[src/rtl/cache_pkg.sv]
// Shared definitions for the cache line-transfer logic: requester and
// arbiter state encodings, line geometry, and the round-robin successor.
package cache_pkg;

    // Requester identities; the numeric order is the round-robin order.
    typedef enum logic [1:0] {
        REQ_IF = 2'd0,
        REQ_DF = 2'd1,
        REQ_WB = 2'd2
    } req_e;

    typedef enum logic [1:0] {
        IDLE = 2'd0,
        XFER = 2'd1,
        DONE = 2'd2
    } state_e;

    // 32-byte cache line: byte offset occupies address bits [4:0].
    localparam int          LINE_OFFSET_B  = 5;
    localparam logic [31:0] LINE_BASE_MASK = ~((32'd1 << LINE_OFFSET_B) - 32'd1);

    // Requester that follows r in the rotation IF -> DF -> WB -> IF.
    function automatic req_e next_req(input req_e r);
        case (r)
            REQ_IF:  return REQ_DF;
            REQ_DF:  return REQ_WB;
            default: return REQ_IF;
        endcase
    endfunction

endpackage

[src/rtl/cache_mem_arbiter_if.sv]
// Bundle of the three cache requester channels plus the word-serial memory
// port. "master" is the arbiter's view; "slave" is the view of everything
// around it (cache line buffers on one side, the memory bridge on the other).
interface cache_mem_arbiter_if #(
    parameter int WIDX_W = 3
);
    // I-cache line fill
    logic              IF_Req;
    logic [31:0]       IF_Addr;
    logic              IF_Valid;
    logic [31:0]       IF_Data;
    logic [WIDX_W-1:0] IF_WordIdx;
    logic              IF_FirstWord;
    logic              IF_Completed;

    // D-cache line fill
    logic              DF_Req;
    logic [31:0]       DF_Addr;
    logic              DF_Valid;
    logic [31:0]       DF_Data;
    logic [WIDX_W-1:0] DF_WordIdx;
    logic              DF_FirstWord;
    logic              DF_Completed;

    // D-cache dirty-line write-back
    logic              WB_Req;
    logic [31:0]       WB_Addr;
    logic [WIDX_W-1:0] WB_WordIdx;
    logic [31:0]       WB_WData;
    logic              WB_Completed;

    // External memory beat port
    logic              Mem_Req;
    logic              Mem_Wr;
    logic [31:0]       Mem_Addr;
    logic [31:0]       Mem_WData;
    logic              Mem_Ack;
    logic [31:0]       Mem_RData;

    modport master (
        input  IF_Req, IF_Addr, DF_Req, DF_Addr, WB_Req, WB_Addr, WB_WData,
               Mem_Ack, Mem_RData,
        output IF_Valid, IF_Data, IF_WordIdx, IF_FirstWord, IF_Completed,
               DF_Valid, DF_Data, DF_WordIdx, DF_FirstWord, DF_Completed,
               WB_WordIdx, WB_Completed,
               Mem_Req, Mem_Wr, Mem_Addr, Mem_WData
    );

    modport slave (
        output IF_Req, IF_Addr, DF_Req, DF_Addr, WB_Req, WB_Addr, WB_WData,
               Mem_Ack, Mem_RData,
        input  IF_Valid, IF_Data, IF_WordIdx, IF_FirstWord, IF_Completed,
               DF_Valid, DF_Data, DF_WordIdx, DF_FirstWord, DF_Completed,
               WB_WordIdx, WB_Completed,
               Mem_Req, Mem_Wr, Mem_Addr, Mem_WData
    );

endinterface

[src/rtl/rr_arbiter3.sv]
// Three-way rotating-priority arbiter: the requester named by ptr has the
// highest priority, followed by the others in IF -> DF -> WB -> IF order.
module rr_arbiter3
    import cache_pkg::*;
(
    input  logic [2:0] req,
    input  req_e       ptr,
    output logic [2:0] grant
);

    // Pick the first active request walking the rotation from ptr.
    always_comb begin
        // NOTE: grant gets a default before any branch so every path assigns
        // it; a missing default here would infer a latch.
        grant = 3'b000;
        case (ptr)
            REQ_DF: begin
                if      (req[1]) grant = 3'b010;
                else if (req[2]) grant = 3'b100;
                else if (req[0]) grant = 3'b001;
            end
            REQ_WB: begin
                if      (req[2]) grant = 3'b100;
                else if (req[0]) grant = 3'b001;
                else if (req[1]) grant = 3'b010;
            end
            default: begin
                if      (req[0]) grant = 3'b001;
                else if (req[1]) grant = 3'b010;
                else if (req[2]) grant = 3'b100;
            end
        endcase
    end

endmodule

[src/rtl/cache_mem_arbiter.sv]
// Shares one word-serial memory port between I-cache fill, D-cache fill and
// D-cache write-back. Each grant covers one whole line burst; fills start at
// the critical word and wrap, write-backs start at word 0.
module cache_mem_arbiter
    import cache_pkg::*;
#(
    parameter int LINE_WORDS = 1 << (LINE_OFFSET_B - 2),
    parameter int WIDX_W     = $clog2(LINE_WORDS)
) (
    input  logic                Clk,
    input  logic                Rst,
    cache_mem_arbiter_if.master bus,
    output logic                Busy
);

    // Clears the byte offset of a whole line for the configured line size.
    localparam logic [31:0] BASE_MASK = ~((32'(LINE_WORDS) << 2) - 32'd1);

    state_e            state_q, state_d;
    req_e              gnt_q;
    req_e              ptr_q;
    logic [31:0]       base_q;
    logic [WIDX_W-1:0] start_q;
    logic [WIDX_W-1:0] cnt_q;
    logic              wr_q;

    logic [2:0]        req_vec;
    logic [2:0]        grant;
    req_e              gnt_sel;
    logic [31:0]       addr_sel;
    logic [WIDX_W-1:0] idx;
    logic              beat_ack;
    logic              last_beat;

    assign req_vec   = {bus.WB_Req, bus.DF_Req, bus.IF_Req};
    // Word index wraps naturally through the WIDX_W-bit sum.
    assign idx       = start_q + cnt_q;
    assign beat_ack  = (state_q == XFER) && bus.Mem_Ack;
    assign last_beat = (cnt_q == WIDX_W'(LINE_WORDS - 1));

    rr_arbiter3 u_rr (
        .req   (req_vec),
        .ptr   (ptr_q),
        .grant (grant)
    );

    // Encode the one-hot grant and select the winner's address.
    always_comb begin
        gnt_sel  = REQ_IF;
        addr_sel = bus.IF_Addr;
        if (grant[1]) begin
            gnt_sel  = REQ_DF;
            addr_sel = bus.DF_Addr;
        end else if (grant[2]) begin
            gnt_sel  = REQ_WB;
            addr_sel = bus.WB_Addr;
        end
    end

    // FSM state register.
    always_ff @(posedge Clk) begin
        // NOTE: sequential state uses non-blocking assignments so every
        // register samples pre-edge values regardless of statement order.
        if (Rst) state_q <= IDLE;
        else     state_q <= state_d;
    end

    // Burst context: latched at grant, beat counter, round-robin pointer.
    always_ff @(posedge Clk) begin
        if (Rst) begin
            gnt_q   <= REQ_IF;
            ptr_q   <= REQ_IF;
            base_q  <= '0;
            start_q <= '0;
            cnt_q   <= '0;
            wr_q    <= 1'b0;
        end else begin
            if (state_q == IDLE && |req_vec) begin
                gnt_q   <= gnt_sel;
                base_q  <= addr_sel & BASE_MASK;
                start_q <= (gnt_sel == REQ_WB) ? '0 : addr_sel[WIDX_W+1:2];
                cnt_q   <= '0;
                wr_q    <= (gnt_sel == REQ_WB);
            end
            if (beat_ack) cnt_q <= cnt_q + WIDX_W'(1);
            if (state_q == DONE) ptr_q <= next_req(gnt_q);
        end
    end

    // Next state plus all outputs; idle values first, then per-state drive.
    always_comb begin
        state_d          = state_q;
        Busy             = (state_q != IDLE);
        bus.Mem_Req      = 1'b0;
        bus.Mem_Wr       = 1'b0;
        bus.Mem_Addr     = '0;
        bus.Mem_WData    = '0;
        bus.IF_Valid     = 1'b0;
        bus.IF_Data      = '0;
        bus.IF_WordIdx   = '0;
        bus.IF_FirstWord = 1'b0;
        bus.IF_Completed = 1'b0;
        bus.DF_Valid     = 1'b0;
        bus.DF_Data      = '0;
        bus.DF_WordIdx   = '0;
        bus.DF_FirstWord = 1'b0;
        bus.DF_Completed = 1'b0;
        bus.WB_WordIdx   = '0;
        bus.WB_Completed = 1'b0;

        case (state_q)
            IDLE: begin
                if (|req_vec) state_d = XFER;
            end
            XFER: begin
                bus.Mem_Req  = 1'b1;
                bus.Mem_Wr   = wr_q;
                bus.Mem_Addr = base_q + (32'(idx) << 2);
                if (wr_q) begin
                    // Write buffer presents data for idx combinationally.
                    bus.WB_WordIdx = idx;
                    bus.Mem_WData  = bus.WB_WData;
                end else if (bus.Mem_Ack) begin
                    if (gnt_q == REQ_IF) begin
                        bus.IF_Valid     = 1'b1;
                        bus.IF_Data      = bus.Mem_RData;
                        bus.IF_WordIdx   = idx;
                        bus.IF_FirstWord = (cnt_q == '0);
                    end else begin
                        bus.DF_Valid     = 1'b1;
                        bus.DF_Data      = bus.Mem_RData;
                        bus.DF_WordIdx   = idx;
                        bus.DF_FirstWord = (cnt_q == '0);
                    end
                end
                if (beat_ack && last_beat) state_d = DONE;
            end
            DONE: begin
                case (gnt_q)
                    REQ_IF:  bus.IF_Completed = 1'b1;
                    REQ_DF:  bus.DF_Completed = 1'b1;
                    default: bus.WB_Completed = 1'b1;
                endcase
                state_d = IDLE;
            end
            default: state_d = IDLE;
        endcase
    end

endmodule

[src/flat_wrapper.sv]
// flat-port wrapper written by rule: the top's interface ports become plain ports
module cache_mem_arbiter_flat import cache_pkg::*;
#(
    parameter int LINE_WORDS = 1 << (LINE_OFFSET_B - 2),
    parameter int WIDX_W     = $clog2(LINE_WORDS)
)
  (Clk, Rst, Busy, bus_IF_Req, bus_IF_Addr, bus_DF_Req, bus_DF_Addr, bus_WB_Req, bus_WB_Addr, bus_WB_WData, bus_Mem_Ack, bus_Mem_RData, bus_IF_Valid, bus_IF_Data, bus_IF_WordIdx, bus_IF_FirstWord, bus_IF_Completed, bus_DF_Valid, bus_DF_Data, bus_DF_WordIdx, bus_DF_FirstWord, bus_DF_Completed, bus_WB_WordIdx, bus_WB_Completed, bus_Mem_Req, bus_Mem_Wr, bus_Mem_Addr, bus_Mem_WData);
  cache_mem_arbiter_if #(.WIDX_W(WIDX_W)) bus_i ();
  input  logic Clk;
  input  logic Rst;
  output logic Busy;
  input wire logic [$bits(bus_i.IF_Req)-1:0] bus_IF_Req;
  input wire logic [$bits(bus_i.IF_Addr)-1:0] bus_IF_Addr;
  input wire logic [$bits(bus_i.DF_Req)-1:0] bus_DF_Req;
  input wire logic [$bits(bus_i.DF_Addr)-1:0] bus_DF_Addr;
  input wire logic [$bits(bus_i.WB_Req)-1:0] bus_WB_Req;
  input wire logic [$bits(bus_i.WB_Addr)-1:0] bus_WB_Addr;
  input wire logic [$bits(bus_i.WB_WData)-1:0] bus_WB_WData;
  input wire logic [$bits(bus_i.Mem_Ack)-1:0] bus_Mem_Ack;
  input wire logic [$bits(bus_i.Mem_RData)-1:0] bus_Mem_RData;
  output wire logic [$bits(bus_i.IF_Valid)-1:0] bus_IF_Valid;
  output wire logic [$bits(bus_i.IF_Data)-1:0] bus_IF_Data;
  output wire logic [$bits(bus_i.IF_WordIdx)-1:0] bus_IF_WordIdx;
  output wire logic [$bits(bus_i.IF_FirstWord)-1:0] bus_IF_FirstWord;
  output wire logic [$bits(bus_i.IF_Completed)-1:0] bus_IF_Completed;
  output wire logic [$bits(bus_i.DF_Valid)-1:0] bus_DF_Valid;
  output wire logic [$bits(bus_i.DF_Data)-1:0] bus_DF_Data;
  output wire logic [$bits(bus_i.DF_WordIdx)-1:0] bus_DF_WordIdx;
  output wire logic [$bits(bus_i.DF_FirstWord)-1:0] bus_DF_FirstWord;
  output wire logic [$bits(bus_i.DF_Completed)-1:0] bus_DF_Completed;
  output wire logic [$bits(bus_i.WB_WordIdx)-1:0] bus_WB_WordIdx;
  output wire logic [$bits(bus_i.WB_Completed)-1:0] bus_WB_Completed;
  output wire logic [$bits(bus_i.Mem_Req)-1:0] bus_Mem_Req;
  output wire logic [$bits(bus_i.Mem_Wr)-1:0] bus_Mem_Wr;
  output wire logic [$bits(bus_i.Mem_Addr)-1:0] bus_Mem_Addr;
  output wire logic [$bits(bus_i.Mem_WData)-1:0] bus_Mem_WData;
  assign bus_i.IF_Req = bus_IF_Req;
  assign bus_i.IF_Addr = bus_IF_Addr;
  assign bus_i.DF_Req = bus_DF_Req;
  assign bus_i.DF_Addr = bus_DF_Addr;
  assign bus_i.WB_Req = bus_WB_Req;
  assign bus_i.WB_Addr = bus_WB_Addr;
  assign bus_i.WB_WData = bus_WB_WData;
  assign bus_i.Mem_Ack = bus_Mem_Ack;
  assign bus_i.Mem_RData = bus_Mem_RData;
  assign bus_IF_Valid = bus_i.IF_Valid;
  assign bus_IF_Data = bus_i.IF_Data;
  assign bus_IF_WordIdx = bus_i.IF_WordIdx;
  assign bus_IF_FirstWord = bus_i.IF_FirstWord;
  assign bus_IF_Completed = bus_i.IF_Completed;
  assign bus_DF_Valid = bus_i.DF_Valid;
  assign bus_DF_Data = bus_i.DF_Data;
  assign bus_DF_WordIdx = bus_i.DF_WordIdx;
  assign bus_DF_FirstWord = bus_i.DF_FirstWord;
  assign bus_DF_Completed = bus_i.DF_Completed;
  assign bus_WB_WordIdx = bus_i.WB_WordIdx;
  assign bus_WB_Completed = bus_i.WB_Completed;
  assign bus_Mem_Req = bus_i.Mem_Req;
  assign bus_Mem_Wr = bus_i.Mem_Wr;
  assign bus_Mem_Addr = bus_i.Mem_Addr;
  assign bus_Mem_WData = bus_i.Mem_WData;
  cache_mem_arbiter #(.LINE_WORDS(LINE_WORDS), .WIDX_W(WIDX_W)) u_core (.Clk(Clk), .Rst(Rst), .bus(bus_i), .Busy(Busy));
endmodule
[config.mk]
export PLATFORM = sky130hd
export DESIGN_NAME = cache_mem_arbiter_flat
export DESIGN_NICKNAME = d
export VERILOG_FILES = /design/src/rtl/cache_pkg.sv /design/src/rtl/cache_mem_arbiter_if.sv /design/src/rtl/rr_arbiter3.sv /design/src/rtl/cache_mem_arbiter.sv /design/src/flat_wrapper.sv
export SDC_FILE = /design/constraint.sdc
export NUM_CORES = 1
export LEC_CHECK = 0
export BUFFER_PORTS_ARGS = -buffer_cell sky130_fd_sc_hd__buf_2
export CAP_MARGIN = 0
export CORE_AREA = 2 2 121 123
export CTS_BUF_LIST = sky130_fd_sc_hd__clkbuf_8
export CTS_CLUSTER_DIAMETER = 80
export DETAILED_ROUTE_END_ITERATION = 12
export DIE_AREA = 0 0 123 125
export PLACE_DENSITY = 0.6
export SETUP_SLACK_MARGIN = 0.5
export SLEW_MARGIN = 20
export SYNTH_ARGS = -nofsm -noshare
export SYNTH_HDL_FRONTEND = slang
export SYNTH_SLANG_ARGS = --single-unit
[constraint.sdc]
create_clock -name Clk -period 5.7 [get_ports Clk]
set_clock_uncertainty 0.05 [all_clocks]
set_input_delay 1.71 -clock Clk [delete_from_list [all_inputs] [get_ports Clk]]
set_output_delay 1.71 -clock Clk [all_outputs]
set_load 0.02 [all_outputs]
==> impl_metrics.yaml <==
global_routing:
  antenna_found_initial: 3
  grt_pass1_vias: 3676
  grt.total_usage: 0.1641
  grt_pass1_wl_mm: 19.92
  grt-ovfl-total: 0
  grt_max_degree: 72
synthesis:
  synth.avg_cell_area_sq_um: 7.743
  synth_edf_count: 0
  ys_ff_latch: 39
  synth_top_cells_by_area: "dfxtp_1 23%, and2_1 18%, and3_1 6.4%"
  ys_seq_area_frac: 0.2345
  yosysTopAreaCell: "dfxtp_1"
  synth_most_common_cell: "and2_1"
  syn-cell-area_sq_mm: 0.003329
  synth_flop_cell: "dfxtp_1"
  yosysWarnings: 0
  yosysTopAreaCellShare: 0.2345
  synth_cell_types: 43
  synth_cells: 430
  synth_commonest_cells: "98 x and2_1, 39 x dfxtp_1, 34 x and3_1"
  synth_async_sr_flop_share: 0
placed_design:
  place.gp.congestion: 0.7636
  hpwl_mm: 10.49
  dp_cells: 877
  io_buffers: 301
  place_area_sq_mm: 0.004937
  place_ws_ps: 1123
worst_setup_path:
  crit_top_cell: "buf_2"
  worst-r2r-setup-slack_ps: 3130
  reg2reg_depth: 6
  cpPeakStageDelay_ps: 290
  r2r_start: "u_core.ptr_q[0]"
  arrival_ps: 2800
  cp_cell_sequence: "buf_2 -> nand2_1 -> nor3_2 -> buf_4 -> and3b_1 -> buf_2"
  reg2reg_to: "u_core.base_q[5]"
  cp_max_fo: 36
  critical_path_class: "in2out"
  crit_slowest_cell: "buf_4"
  critPathRequiredTime_ps: 3940
  startpoint_type: "primary input"
  setup.worst_path.end_class: "output pin"
finish:
  drive_gt1_frac: 0.4807
  fin_nets: 873
  nFillCells: 1534
  stdcell_count: 886
  design_area_sq_mm: 0.005074
  syn2layout_area_growth_pct: 52.39
timing:
  worst_pin_slew_ps: 761.3
  final_period_minus_worst_setup_slack_ps: 4557
  slew_headroom: 0.4793
  fin_crit_sh: 0.7995
  setup_violations: 0
  drv_slew: 0
  fmax_mhz: 219.4
  hold_slack_ps: 441.3
  fin_ws_ps: 1143
  hold_violations: 0
  finalSetupTns_ps: 0
  rsz0062_at_grt: "false"
drt:
  avgViaCountPerCell: 4.635
  drc: 0
  drt_iter0_drc: 118
  drt-wirelength-per-cell_um: 15.35
  vias: 4107
  routed_wl_mm: 13.60
  dr.pass1.iters: 5
  antenna_left: 0
pwr:
  power_density_mw_per_mm2: 168.5
  leakage_nw: 2.879
  ir_drop_v: 0.0001171
clock_network:
  cts_tree: "done"
  cts_root_buf: "clkbuf_8"
  cts_buffers: 5
  htreeDepth: 2
  clockBufferDepth: 2
  holdBufCountCts: 0
  cts_resized: 0
  insertion_delay_ps: 290
  clock_sinks: 39
  post_cts_buffers: 0
  clk_pin_slew_ps: 80
die:
  die_y_um: 125
  design.core.area_sq_mm: 0.01420
  initial_core_util: 0.2344
  die_w_um: 123
  num_rows: 44
  die_area_sq_mm: 0.01538
  ios: 313
worst_hold_path:
  min_to: "u_core.base_q[11]"
  worstHoldStart: "u_core.base_q[11]"
  hp-class: "reg2reg"
  hold_depth: 2
job:
  drv_cap: 0
status:
  outcome: "complete, no violations"
## cells in the final DEF, fill, tap and decap left out, types with 12 or more instances in the layout
cell       count
nor3_1        15
and2_1        98
a211oi_1      12
and3_1        34
dfxtp_1       38
nor2_1        19
buf_2        301
nand4b_1      15
a2111oi_0     12
nor4_1        13
nand2_1       18
nand3b_1      15
mux2i_1       15
## sequential cells by signal (all words and copies together), names as in the netlist
| name | count |
|---|---|
| u_core.cnt_q | 3 |
| u_core.base_q | 27 |
| u_core.state_q | 2 |
| u_core.wr_q | 1 |
| u_core.start_q | 3 |
| u_core.gnt_q | 1 |
| u_core.ptr_q | 2 |
## cell type report
type	instances	area [sq um]	area share
multi-input cells	339	2333	0.4599
well taps	184	230.2	0.04538
repair buffers	310	1574	0.3102
diodes	1	2.502	0.0004932
clock buffers	5	68.82	0.01356
clock inverters	3	63.81	0.01258
flip-flops and latches	39	782.0	0.1541
inverters	5	18.77	0.003699
## metrics by stage
step / total power, mW / util
after CTS: 0.8687 / 0.3569
after floorplan: 0.4702 / -
after global placement: 0.5837 / 0.3476
final: 0.8550 / 0.3572
after global routing: 0.9082 / 0.3572
after detailed placement: 0.5864 / 0.3476
## logic make-up after synthesis
family | after synthesis | share of synthesized area
flip-flops | 39 | 0.2345
XOR/XNOR | 2 | 0.005262
adder cells (fa/ha/maj) | 7 | 0.02856
AO/OA/AOI/OAI | 56 | 0.1454
multiplexers | 15 | 0.04509
other | 1 | 0.001126
buffers and inverters | 53 | 0.06877
AND/OR/NAND/NOR | 257 | 0.4713
## worst max-delay path, delay by kind of cell
family                 cells  cell delay [ps]
and+or+nand+nor            3              510
buffers and inverters      3              570
## power by group
part	total, mW	internal [mW]	switching (mW)
Combinational	0.267	0.112	0.156
Clock	0.278	0.173	0.104
Sequential	0.310	0.297	0.0135
Total	0.855	0.582	0.273
## per-layer routing
layer / share of wire / global-route usage / up-vias
li1: - / - / 2068
met1: 0.41 / 0.2019 / 1835
met2: 0.49 / 0.2896 / 186
met3: 0.088 / 0.04015 / 16
met4: 0.012 / 0.03008 / 2
met5: 0.00096 / 0 / -
## worst max path at each step
stage	start	endpoint
global route	bus_Mem_Ack	bus_IF_FirstWord
global placement	bus_Mem_Ack	bus_IF_FirstWord
finish	bus_Mem_Ack	bus_IF_FirstWord
floorplan	bus_Mem_Ack	bus_DF_Data[24]
detailed placement	bus_Mem_Ack	bus_IF_FirstWord
CTS	bus_Mem_Ack	bus_IF_FirstWord
Note: power is estimated with default switching activity, not from simulation.
